File: src/rtl/multiplicador_secuencial.sv
// Sequential unsigned shift-add multiplier: N iterations per product, result
// registered on entry to DONE, back-to-back operation accepted from DONE.
module multiplicador_secuencial #(
    parameter int N = 4
) (
    input  logic           clk,
    input  logic           rst_n,
    input  logic           start,
    input  logic [N-1:0]   a,
    input  logic [N-1:0]   b,
    output logic [2*N-1:0] prod,
    output logic           busy,
    output logic           done
);
    localparam int CW = $clog2(N + 1);

    typedef enum logic [1:0] {
        IDLE = 2'b00,
        CALC = 2'b01,
        DONE = 2'b10
    } state_t;

    state_t         state_reg, state_next;
    logic [N-1:0]   a_reg, a_next;
    logic [N-1:0]   hi_reg, hi_next;
    logic [N-1:0]   lo_reg, lo_next;
    logic [CW-1:0]  cnt_reg, cnt_next;
    logic [2*N-1:0] prod_reg, prod_next;
    logic [N:0]     sum;

    always_ff @(posedge clk or negedge rst_n) begin
        if (!rst_n) begin
            state_reg <= IDLE;
            a_reg     <= '0;
            hi_reg    <= '0;
            lo_reg    <= '0;
            cnt_reg   <= '0;
            prod_reg  <= '0;
        end else begin
            state_reg <= state_next;
            a_reg     <= a_next;
            hi_reg    <= hi_next;
            lo_reg    <= lo_next;
            cnt_reg   <= cnt_next;
            prod_reg  <= prod_next;
        end
    end

    always_comb begin
        state_next = state_reg;
        a_next     = a_reg;
        hi_next    = hi_reg;
        lo_next    = lo_reg;
        cnt_next   = cnt_reg;
        prod_next  = prod_reg;
        // The carry bit of this sum is the c of {c,hi,lo}; it is always 0 after the shift.
        sum        = {1'b0, hi_reg} + (lo_reg[0] ? {1'b0, a_reg} : {(N+1){1'b0}});

        case (state_reg)
            IDLE, DONE: begin
                if (start) begin
                    a_next     = a;
                    hi_next    = '0;
                    lo_next    = b;
                    cnt_next   = '0;
                    state_next = CALC;
                end else begin
                    state_next = IDLE;
                end
            end
            CALC: begin
                hi_next = sum[N:1];
                lo_next = {sum[0], lo_reg[N-1:1]};
                if (cnt_reg != CW'(N))
                    cnt_next = cnt_reg + 1'b1;
                if (cnt_reg == CW'(N - 1)) begin
                    prod_next  = {sum[N:1], sum[0], lo_reg[N-1:1]};
                    state_next = DONE;
                end
            end
            default: state_next = IDLE;
        endcase
    end

    assign prod = prod_reg;
    assign busy = (state_reg == CALC);
    assign done = (state_reg == DONE);
endmodule
File: config.mk
export PLATFORM = sky130hd
export DESIGN_NAME = multiplicador_secuencial
export DESIGN_NICKNAME = d
export VERILOG_FILES = /design/src/rtl/multiplicador_secuencial.sv
export SDC_FILE = /design/constraint.sdc
export NUM_CORES = 1
export LEC_CHECK = 0
export CAP_MARGIN = 40
export CORE_MARGIN = 2
export CORE_UTILIZATION = 40
export CTS_CLUSTER_SIZE = 24
export DETAILED_ROUTE_END_ITERATION = 8
export PLACE_DENSITY = 0.72
export SETUP_SLACK_MARGIN = 0.4
export SYNTH_ARGS = -nofsm -noshare
export SYNTH_HDL_FRONTEND = slang
export SYNTH_SLANG_ARGS = --single-unit
File: constraint.sdc
create_clock -name clk -period 2.1 [get_ports clk]
set_clock_uncertainty 0.1 [all_clocks]
set_input_delay 0.63 -clock clk [delete_from_list [all_inputs] [get_ports clk]]
set_output_delay 0.63 -clock clk [all_outputs]
set_load 0.05 [all_outputs]
==> out/results.txt <==
Most used DFF post-synth: dfrtp_1
Hold Buf Count CTS: 0
Critical Path AT: 1.13 ns
status: finished, final reports clean
CP Max Fanout: 4
Max Fclk: 0.5369 GHz
top cells by count, synth: 25 x dfrtp_1, 7 x ha_1, 7 x mux2_2
setup violators final: 0
1st-iter DRT viols: 15
Die Width: 61.31 um
CP required: 1.37 ns
post-DR wirelength/cell: 13.68 um
Post-Synth Adder-Cell Area: 0.08190
# H-tree levels: 1
library cells used by synthesis: 36
Post-synth EDFFs: 0
storage element area: 628.1 um^2
HPWL after DPL: 1645 um
compound-cell area share of the yosys netlist: 0.1371
Sink Count: 25
total gr overflow: 0
fin crit period: 1.862 ns
Syn. warnings: 0
number of synthesized register bits: 25
Mapped Area: 1314 um^2
Syn Area/Cell: 12.16 um^2
input/output buffers: 20
Core Footprint: 3078 um^2
Worst VDD drop: 0.9520 mV
multi-input logic area: 698.2 um^2
Final GP Congestion: 0.8235
xor/xnor share of the synthesized area: 0.01333
post-synth top area cell: dfrtp_1
Syn Nets: 127
vias: 929
crit end category: output port
Final nets: 166
initial core utilization: 0.4268
max reg flops: 8
IO Pins: 21
largest family of logic cells by synthesized area: compound AO/OA/AOI/OAI gates
CTS clk-pin slew, worst paths: 0.14 ns
worst skew pair latency: 0.33 ns
CTS tree: done
setup_tns: 0 ns
Rows: 20
layout cells sized above 1: 0.4452
FILL cells: 254
iteration count of the initial detailed-routing pass: 4
relative max-transition margin: 0.7844
n_diodes: 0
leakage power: 0.8273 nW
Seq/Total Area, Yosys: 0.4762
Power Density: 1680 nW/um^2
vias in the first global route: 934
Place WS: 0.01053 ns
count leader, synth: dfrtp_1
Max Cap Viol: 0
Post-Syn Instances: 108
RSZ-0062 raised after global routing: true
clock buffer depth: 2
Post-route DRC: 0
largest net degree at the start of global routing: 26
Worst-Margin Slew: 0.3235 ns
CTS buffer count: 3
Post-synth ARST share: 1.000
final worst slack: 0.2376 ns
WL final: 2599 um
die area: 3759 um^2
vias per inst: 4.889
Area contributors post-synth: dfrtp_1 48%, ha_1 6.7%, mux2_2 6.0%, mux2_4 3.4%, buf_6 2.6%
max-slew violations: 0
Die H: 61.31 um
Area growth syn-to-layout: 36.29%
Final ANT Viol Nets: 0
initial antenna violation count: 0
Worst Hold Class: reg2reg
first-pass GRT wire length: 4146 um
final period utilization: 0.8869
final hold vios: 0
setup slack, reg-to-reg: 0.26 ns
post-synthesis simple-gate area fraction: 0.1190
Worst setup SP type: register
multiplexer share of the synthesized area: 0.1171
Root Driver: clkbuf_4
global-route usage over all layers: 0.1516
Synth top area share: 0.4762
WS Path Type: reg2out
## metrics by stage
stage | utilization | area [um^2] | hold slack, ns | instances | total power (W)
after CTS | 0.5463 | 1682 | 0.4107 | 183 | 0.002773
after global routing | 0.5817 | 1790 | 0.4393 | 190 | 0.003224
after detailed placement | 0.5045 | 1553 | 0.3789 | 170 | 0.002354
after floorplan | - | 1319 | 0.2344 | 108 | 0.001998
after global placement | 0.5045 | 1553 | 0.3679 | 170 | 0.002310
final | 0.5817 | 1790 | 0.4181 | 190 | 0.003008
## cell type report
type	count	share of cell area
Clock buffer	4	0.01468
Inverter	5	0.01188
Multi-Input combinational cell	72	0.3899
Sequential cell	25	0.3508
Tap cell	44	0.03075
Timing Repair Buffer	40	0.2020
## kinds of logic (layout without fill, tap and decap cells)
logic type,after synthesis,after routing
AOI/OAI and AO/OA,26,26
xor gates and xnor gates,2,2
adders and majority gates,8,8
buffers and inverters,11,49
DFF,25,25
muxes,13,13
and+or+nand+nor,23,23
## per-layer routing
metal / global-route usage / vias to the layer above / wire [um]
li1: - / 464 / -
met1: 0.1944 / 442 / 1227
met2: 0.2523 / 18 / 1234
met3: 0.03782 / 5 / 96
met4: 0.04658 / 0 / 40
met5: 0 / - / 0
## report_power, final
part	switching (W)	internal [W]	total, W	leakage, nW
combinational	0.000921	0.000976	0.00190	0.507
sequential	0.000179	0.000713	0.000892	0.305
clock	0.000143	0.0000745	0.000218	0.0150
total	0.00124	0.00176	0.00301	0.827
## worst paths after layout
| check | from | endpoint | cells after the start |
|---|---|---|---|
| min reg2reg | prod[5] | prod[5] | 2 |
| min in group asynchronous | rst_n | lo_reg[2] | 2 |
| max reg2reg | a_reg[0] | hi_reg[0] | 5 |
| max | state_reg[1] | busy | 3 |
| max in group asynchronous | rst_n | state_reg[0] | 2 |
| min | prod[5] | prod[5] | 2 |
## critical path, cell delays in order (launching register included)
cell and delay, ns:
dfrtp_2 0.45, nand2b_4 0.17, inv_4 0.07, buf_12 0.13
## cell usage in the layout, fill, tap and decap left out, types with 2 or more instances in the layout
master and n:
inv_1 4, o31ai_2 2, a21oi_1 4, buf_4 25
nor2b_1 3, clkbuf_4 3, ha_1 5, a21oi_2 2
and2_1 2, and2_4 2, clkdlybuf4s50_1 10, nand2_1 4
mux2_2 7, nor2_1 2, a211oi_1 4, dfrtp_1 23
mux2i_1 3, mux2_4 3, dfrtp_2 2, o21ai_0 2
buf_6 3, nor2b_4 2, a21o_1 2, ha_4 2
buf_12 2
## what timing repair did
item                                    4_1_cts  5_1_grt
gates resized for setup                      10       12
pin swaps                                     2        3
endpoints found under the setup margin       13       11
buffers inserted                              9        7
No activity file was read; power rests on OpenSTA's default activity.
